<file path="src/rtl/cat_recognizer_pkg.sv">
// -----------------------------------------------------------------------------
// cat_recognizer_pkg
// Shared constants, the scoring FSM state type and the per-lane multiply
// helper used by the cat score engine.
// -----------------------------------------------------------------------------
package cat_recognizer_pkg;

    localparam int NUM_IMG_WORDS    = 4096;  // image words per frame
    localparam int FIRST_PIXEL_ADDR = 1;     // pixel words live at 1..NUM_IMG_WORDS
    localparam int ACC_W            = 64;    // accumulator / score width
    localparam int PROD_W           = 32;    // width of one lane product

    typedef enum logic [1:0] {
        IDLE   = 2'd0,
        FETCH  = 2'd1,
        DRAIN  = 2'd2,
        DECIDE = 2'd3
    } cat_state_e;

    // Unsigned 8-bit pixel times an already sign-extended weight.
    function automatic logic signed [PROD_W-1:0] lane_product(
        input logic        [7:0]        pix,
        input logic signed [PROD_W-1:0] w_ext
    );
        logic signed [PROD_W-1:0] pix_ext;
        pix_ext      = $signed({{(PROD_W-8){1'b0}}, pix});
        lane_product = pix_ext * w_ext;
    endfunction

endpackage

</file>
<file path="src/rtl/pixel_weight_mac.sv">
// -----------------------------------------------------------------------------
// pixel_weight_mac
// Combinational 3-lane dot product of one pixel word and one weight word.
// Pixel lanes are unsigned bytes; weight lanes are signed Weight_precision-bit
// values. The result is sign-extended to the accumulator width.
//   pixel   : Amba_Word-bit pixel word, lanes [7:0], [15:8], [23:16]
//   weights : 3*Weight_precision packed signed weights, lane 0 in the LSBs
//   dot     : signed ACC_W-bit sum of the three lane products
// -----------------------------------------------------------------------------
module pixel_weight_mac
    import cat_recognizer_pkg::*;
#(
    parameter int Amba_Word        = 24,
    parameter int Weight_precision = 5
) (
    input  logic        [Amba_Word-1:0]          pixel,
    input  logic        [3*Weight_precision-1:0] weights,
    output logic signed [ACC_W-1:0]              dot
);

    // Sum of the three lane products, each computed at PROD_W bits.
    always_comb begin : mac_sum
        logic signed [Weight_precision-1:0] w_lane_s;
        logic signed [PROD_W-1:0]           prod_s;
        dot      = {ACC_W{1'b0}};
        w_lane_s = {Weight_precision{1'b0}};
        prod_s   = {PROD_W{1'b0}};
        for (int i = 0; i < 3; i++) begin
            w_lane_s = $signed(weights[i*Weight_precision +: Weight_precision]);
            prod_s   = lane_product(pixel[i*8 +: 8], PROD_W'(w_lane_s));
            dot      = dot + ACC_W'(prod_s);
        end
    end

endmodule

</file>
<file path="src/rtl/cat_score_engine.sv">
// -----------------------------------------------------------------------------
// cat_score_engine
// Streams one frame of pixel words and their weights out of two synchronous
// read ports, accumulates the per-word dot products and decides "cat" when the
// final score is strictly positive.
//
// Optional feature: define CAT_REC_BIAS_EN to add a signed 32-bit bias port
// that is added to the accumulated sum when the final score is formed
// (acc_val itself never contains the bias).
//
// Ports
//   clk, rst     : clock, asynchronous active-low reset
//   start        : one-cycle request to score the stored frame (ignored while busy)
//   reg_rd_addr  : pixel word address, 1..Num_Words while fetching, else 0
//   reg_rd_data  : pixel word, valid one cycle after its address
//   w_rd_addr    : weight address, always reg_rd_addr-1 while fetching, else 0
//   w_rd_data    : packed channel weights, valid one cycle after its address
//   bias         : (CAT_REC_BIAS_EN only) signed score bias
//   busy         : frame scoring in progress
//   acc_val      : signed running accumulator
//   last_result  : signed final score of the last completed frame
//   CatRecOut    : 1 when last_result > 0
//   done         : one-cycle completion pulse
// -----------------------------------------------------------------------------
module cat_score_engine
    import cat_recognizer_pkg::*;
#(
    parameter int Amba_Word        = 24,
    parameter int Amba_Addr_Depth  = 13,
    parameter int Weight_precision = 5,
    parameter int Num_Words        = NUM_IMG_WORDS
) (
    input  logic                            clk,
    input  logic                            rst,
    input  logic                            start,
    output logic        [Amba_Addr_Depth-1:0] reg_rd_addr,
    input  logic        [Amba_Word-1:0]       reg_rd_data,
    output logic        [Amba_Addr_Depth-1:0] w_rd_addr,
    input  logic        [3*Weight_precision-1:0] w_rd_data,
`ifdef CAT_REC_BIAS_EN
    input  logic signed [31:0]                bias,
`endif
    output logic                            busy,
    output logic signed [ACC_W-1:0]         acc_val,
    output logic signed [ACC_W-1:0]         last_result,
    output logic                            CatRecOut,
    output logic                            done
);

    localparam logic [Amba_Addr_Depth-1:0] ADDR_ZERO  = {Amba_Addr_Depth{1'b0}};
    localparam logic [Amba_Addr_Depth-1:0] FIRST_ADDR = Amba_Addr_Depth'(FIRST_PIXEL_ADDR);
    localparam logic [Amba_Addr_Depth-1:0] LAST_ADDR  = Amba_Addr_Depth'(Num_Words);

    cat_state_e                   state_r;
    logic [Amba_Addr_Depth-1:0]   reg_rd_addr_r;   // doubles as the word counter
    logic [Amba_Addr_Depth-1:0]   w_rd_addr_r;
    logic                         data_vld_r;      // read data on the ports belongs to this frame
    logic                         busy_r;
    logic signed [ACC_W-1:0]      acc_val_r;
    logic signed [ACC_W-1:0]      last_result_r;
    logic                         cat_rec_r;
    logic                         done_r;
    logic signed [ACC_W-1:0]      dot_s;
    logic signed [ACC_W-1:0]      score_s;
    logic                         score_pos_s;

    pixel_weight_mac #(
        .Amba_Word        (Amba_Word),
        .Weight_precision (Weight_precision)
    ) u_mac (
        .pixel   (reg_rd_data),
        .weights (w_rd_data),
        .dot     (dot_s)
    );

    // Final score: accumulated sum, optionally biased; positive means strictly > 0.
    always_comb begin
`ifdef CAT_REC_BIAS_EN
        score_s = acc_val_r + ACC_W'(bias);
`else
        score_s = acc_val_r;
`endif
        score_pos_s = !score_s[ACC_W-1] && (score_s != {ACC_W{1'b0}});
    end

    // Scoring FSM: address generation, accumulation and decision registers.
    always_ff @(posedge clk or negedge rst) begin
        if (!rst) begin
            state_r       <= IDLE;
            reg_rd_addr_r <= ADDR_ZERO;
            w_rd_addr_r   <= ADDR_ZERO;
            data_vld_r    <= 1'b0;
            busy_r        <= 1'b0;
            acc_val_r     <= {ACC_W{1'b0}};
            last_result_r <= {ACC_W{1'b0}};
            cat_rec_r     <= 1'b0;
            done_r        <= 1'b0;
        end else begin
            done_r     <= 1'b0;
            // An address issued in FETCH returns data one cycle later.
            data_vld_r <= (state_r == FETCH);
            if (data_vld_r) begin
                acc_val_r <= acc_val_r + dot_s;
            end
            case (state_r)
                IDLE: begin
                    if (start) begin
                        state_r       <= FETCH;
                        busy_r        <= 1'b1;
                        acc_val_r     <= {ACC_W{1'b0}};
                        cat_rec_r     <= 1'b0;
                        reg_rd_addr_r <= FIRST_ADDR;
                        w_rd_addr_r   <= FIRST_ADDR - 1'b1;
                    end else begin
                        state_r       <= IDLE;
                    end
                end
                FETCH: begin
                    if (reg_rd_addr_r == LAST_ADDR) begin
                        state_r       <= DRAIN;
                        reg_rd_addr_r <= ADDR_ZERO;
                        w_rd_addr_r   <= ADDR_ZERO;
                    end else begin
                        reg_rd_addr_r <= reg_rd_addr_r + 1'b1;
                        w_rd_addr_r   <= reg_rd_addr_r;
                    end
                end
                DRAIN: begin
                    state_r <= DECIDE;
                end
                DECIDE: begin
                    last_result_r <= score_s;
                    cat_rec_r     <= score_pos_s;
                    done_r        <= 1'b1;
                    busy_r        <= 1'b0;
                    state_r       <= IDLE;
                end
                default: begin
                    state_r       <= IDLE;
                    busy_r        <= 1'b0;
                    reg_rd_addr_r <= ADDR_ZERO;
                    w_rd_addr_r   <= ADDR_ZERO;
                end
            endcase
        end
    end

    assign reg_rd_addr = reg_rd_addr_r;
    assign w_rd_addr   = w_rd_addr_r;
    assign busy        = busy_r;
    assign acc_val     = acc_val_r;
    assign last_result = last_result_r;
    assign CatRecOut   = cat_rec_r;
    assign done        = done_r;

endmodule

</file>
<file path="config.mk">
export PLATFORM = sky130hd
export DESIGN_NAME = cat_score_engine
export DESIGN_NICKNAME = d
export VERILOG_FILES = /design/src/rtl/cat_recognizer_pkg.sv /design/src/rtl/pixel_weight_mac.sv /design/src/rtl/cat_score_engine.sv
export SDC_FILE = /design/constraint.sdc
export NUM_CORES = 1
export LEC_CHECK = 0
export CORE_MARGIN = 4
export CORE_UTILIZATION = 46
export CTS_CLUSTER_SIZE = 25
export DETAILED_ROUTE_END_ITERATION = 12
export PLACE_DENSITY = 0.75
export SKIP_LAST_GASP = 1
export SLEW_MARGIN = 20
export SYNTH_ARGS = -nofsm -noshare
export SYNTH_HDL_FRONTEND = slang
export SYNTH_SLANG_ARGS = --single-unit
</file>
<file path="constraint.sdc">
create_clock -name clk -period 7.7 [get_ports clk]
set_clock_uncertainty 0.05 [all_clocks]
set_input_delay 1.155 -clock clk [delete_from_list [all_inputs] [get_ports clk]]
set_output_delay 1.155 -clock clk [all_outputs]
set_load 0.02 [all_outputs]
</file>
==> results.yml <==
grt:
  grt_pass1_wl_mm: 82.3
  grt.overflow.total: 0
  antenna_found_initial: 0
  grt_pass1_vias: 15737
  grt_usage: 0.282
  grt_max_degree: 87
synthesis:
  async_flop_share: 1.00
  syn_avg_cell_area_um2: 9.06
  ys_types: 79
  ys_seq_area_frac: 0.262
  synth_cells: 1686
  synth_seq_cells: 160
  synth_flop_cell: "dfrtp_1"
  yosys_warnings: 0
  synth-edff-count: 0
  synth.cell_area_um2: 15300
  syn_nets: 1968
clock_network:
  tritoncts: "built"
  cts-buffers-inserted: 17
  clock-sinks: 160
  clock_path_buffers: 2
  clkSlewWorstSetupHoldPaths_ns: 0.07
  cts_root_buf: "clkbuf_16"
  cts-hold-fix-buffers: 0
  ctsHtreeMaxLevel: 4
  clk-insertion-delay-late_ns: 0.45
die:
  initial_utilization: 0.468
  core_um2: 32600
  die_w_um: 190
  die_h_um: 190
  num_rows: 66
  io_pins: 199
  die_area_um2: 36200
hold_path:
  min_path_type: "reg -> reg"
  min_path_cells: 2
timing:
  setup_violations: 49
  whs_ns: 0.414
  setup_ws_ns: -0.797
  max-slew-margin-rel: 0.261
  rsz0062_at_grt: "yes"
  fmax_ghz: 0.118
  post-route-min-period_ns: 8.50
  worst_pin_slew_ns: 1.11
  period_share: 1.10
  hold_viol: 0
  finalMaxSlewViolations: 0
place:
  port_buffers: 198
  hpwl_mm: 37.8
  routabilityCongestion: 0.941
cells_and_area:
  layout-drive-gt1-share: 0.363
  syn_to_final_growth_pct: 50.9
  num_antenna_cells: 0
  nets: 2551
route:
  drt_first_pass_iters: 5
  final_antenna_net_count: 0
  wl_per_cell_um: 19.4
  wirelength_mm: 52.7
  route.detailed.drc: 0
  top_layer_used: "met4"
  vias: 15309
  m1WireLength_mm: 21.4
  dr_wl_met2_mm: 25.8
  via_per_inst: 5.62
  dr_wl_met3_mm: 3.29
  drt_iter0_markers: 1126
outcome:
  status: "complete, but fails checks"
  violations: "negative setup slack"
worst_setup_path:
  cp_data_arrival_time_ns: 8.82
  worst_path_max_delay_cell: "fa_1"
  path_class: "in -> reg"
  required_ns: 8.02
  reg2regPathDepth: 13
  cp-end-kind: "flip-flop"
  start_kind: "input port"
  cpPeakStageDelay_ns: 0.55
  cpMostUsedCell: "fa_1"
  path_max_fanout: 10
job:
  cap_violations: 0
## cell families after synthesis
group	synth area share
simple gates	0.169
compound gates	0.160
fa+ha+maj	0.249
buf+inv	0.0586
flops	0.262
mux	0.0682
xor+xnor	0.0338
## cell usage in the layout, fill, tap and decap left out, types with 46 or more instances in the layout
cell type / instances
a21oi_1: 77
ha_1: 103
nand2_1: 154
fa_1: 103
clkdlybuf4s50_1: 158
mux2_2: 64
buf_6: 47
nor2_1: 102
inv_1: 143
dfrtp_1: 159
buf_4: 384
o21ai_0: 46
## final cells by class
class                      instances  area, um2
inverter                         163        623
fill                            2345       9580
multi-input combinational       1300      11900
timing repair buffer             627       5350
tap                              442        553
clock inverter                    12        156
clock buffer                      19        453
sequential                       160       4010
## sequential cells by signal (all words and copies together), names as in the netlist
signal and cells:
data_vld_r 1, w_rd_addr 13, reg_rd_addr 13, state_r 2, done 1, acc_val 64
CatRecOut 1, last_result 64, busy 1
## synthesized netlist by cell type, types with 6 or more instances
cell | count | area, um2
nand2b_1 | 18 | 113
xnor2_1 | 30 | 263
nand4_1 | 28 | 175
or2_2 | 8 | 50.1
mux2i_1 | 32 | 320
fa_1 | 106 | 2120
ha_1 | 134 | 1680
nand2_1 | 165 | 619
inv_1 | 162 | 608
nand3_1 | 35 | 175
o21a_1 | 16 | 120
and2_1 | 56 | 350
nor2b_1 | 8 | 50.1
nor3_1 | 27 | 135
o31ai_1 | 11 | 82.6
dfrtp_1 | 160 | 4000
a211oi_1 | 17 | 128
mux2_2 | 64 | 721
xor2_1 | 29 | 254
o21bai_1 | 16 | 120
and3_1 | 11 | 68.8
or3_1 | 14 | 87.6
a21oi_1 | 126 | 631
a211o_1 | 7 | 61.3
o211ai_1 | 8 | 60.1
buf_2 | 13 | 65.1
a31oi_1 | 6 | 37.5
o21ai_0 | 76 | 380
nor2_1 | 116 | 435
clkbuf_1 | 41 | 154
nor4_1 | 20 | 125
a21o_1 | 37 | 278
## critical path, delay by kind of cell
family,cells,cell delay [ns]
fa+ha+maj,8,3.61
buf+inv,10,0.90
compound gates,10,2.21
simple gates,4,0.69
mux,1,0.22
## path summary, 6_finish.rpt
| check | from | to | slack (ns) |
|---|---|---|---|
| max | w_rd_data[11] | acc_val[63] | -0.80 |
| min | w_rd_addr[5] | w_rd_addr[5] | 0.41 |
| max reg2reg | acc_val[0] | acc_val[52] | 4.03 |
| min reg2reg | w_rd_addr[5] | w_rd_addr[5] | 0.41 |
| max in group asynchronous | rst | data_vld_r | 5.37 |
| min in group asynchronous | rst | last_result[36] | 0.69 |
## per-stage QoR
step                      setup slack, ns  TNS [ns]  cells  cell area, um2  utilization
after floorplan                     -1.54    -46.55   1686           15600            -
after global placement              -1.66    -68.54   2626           20500        0.630
after detailed placement            -1.80    -74.90   2626           20500        0.630
after CTS                          -0.877    -25.55   2700           22400        0.686
after global routing               -0.968    -34.70   2723           23000        0.706
final                              -0.797    -24.31   2723           23000        0.706
## repair_timing
action	CTS	global route
gates resized for setup	289	181
buffers inserted	44	30
setup endpoints to repair	53	53
pin swaps	128	126
cloned	1	0
## metal layers
| metal | vias to the layer above | track usage |
|---|---|---|
| met4 | 0 | 0.127 |
| met5 | - | 0 |
| met1 | 7559 | 0.371 |
| li1 | 7033 | - |
| met2 | 575 | 0.457 |
| met3 | 142 | 0.0532 |
Power is not shown: default switching activity piles up to over one toggle a cycle in this logic, so the estimate is an artifact.
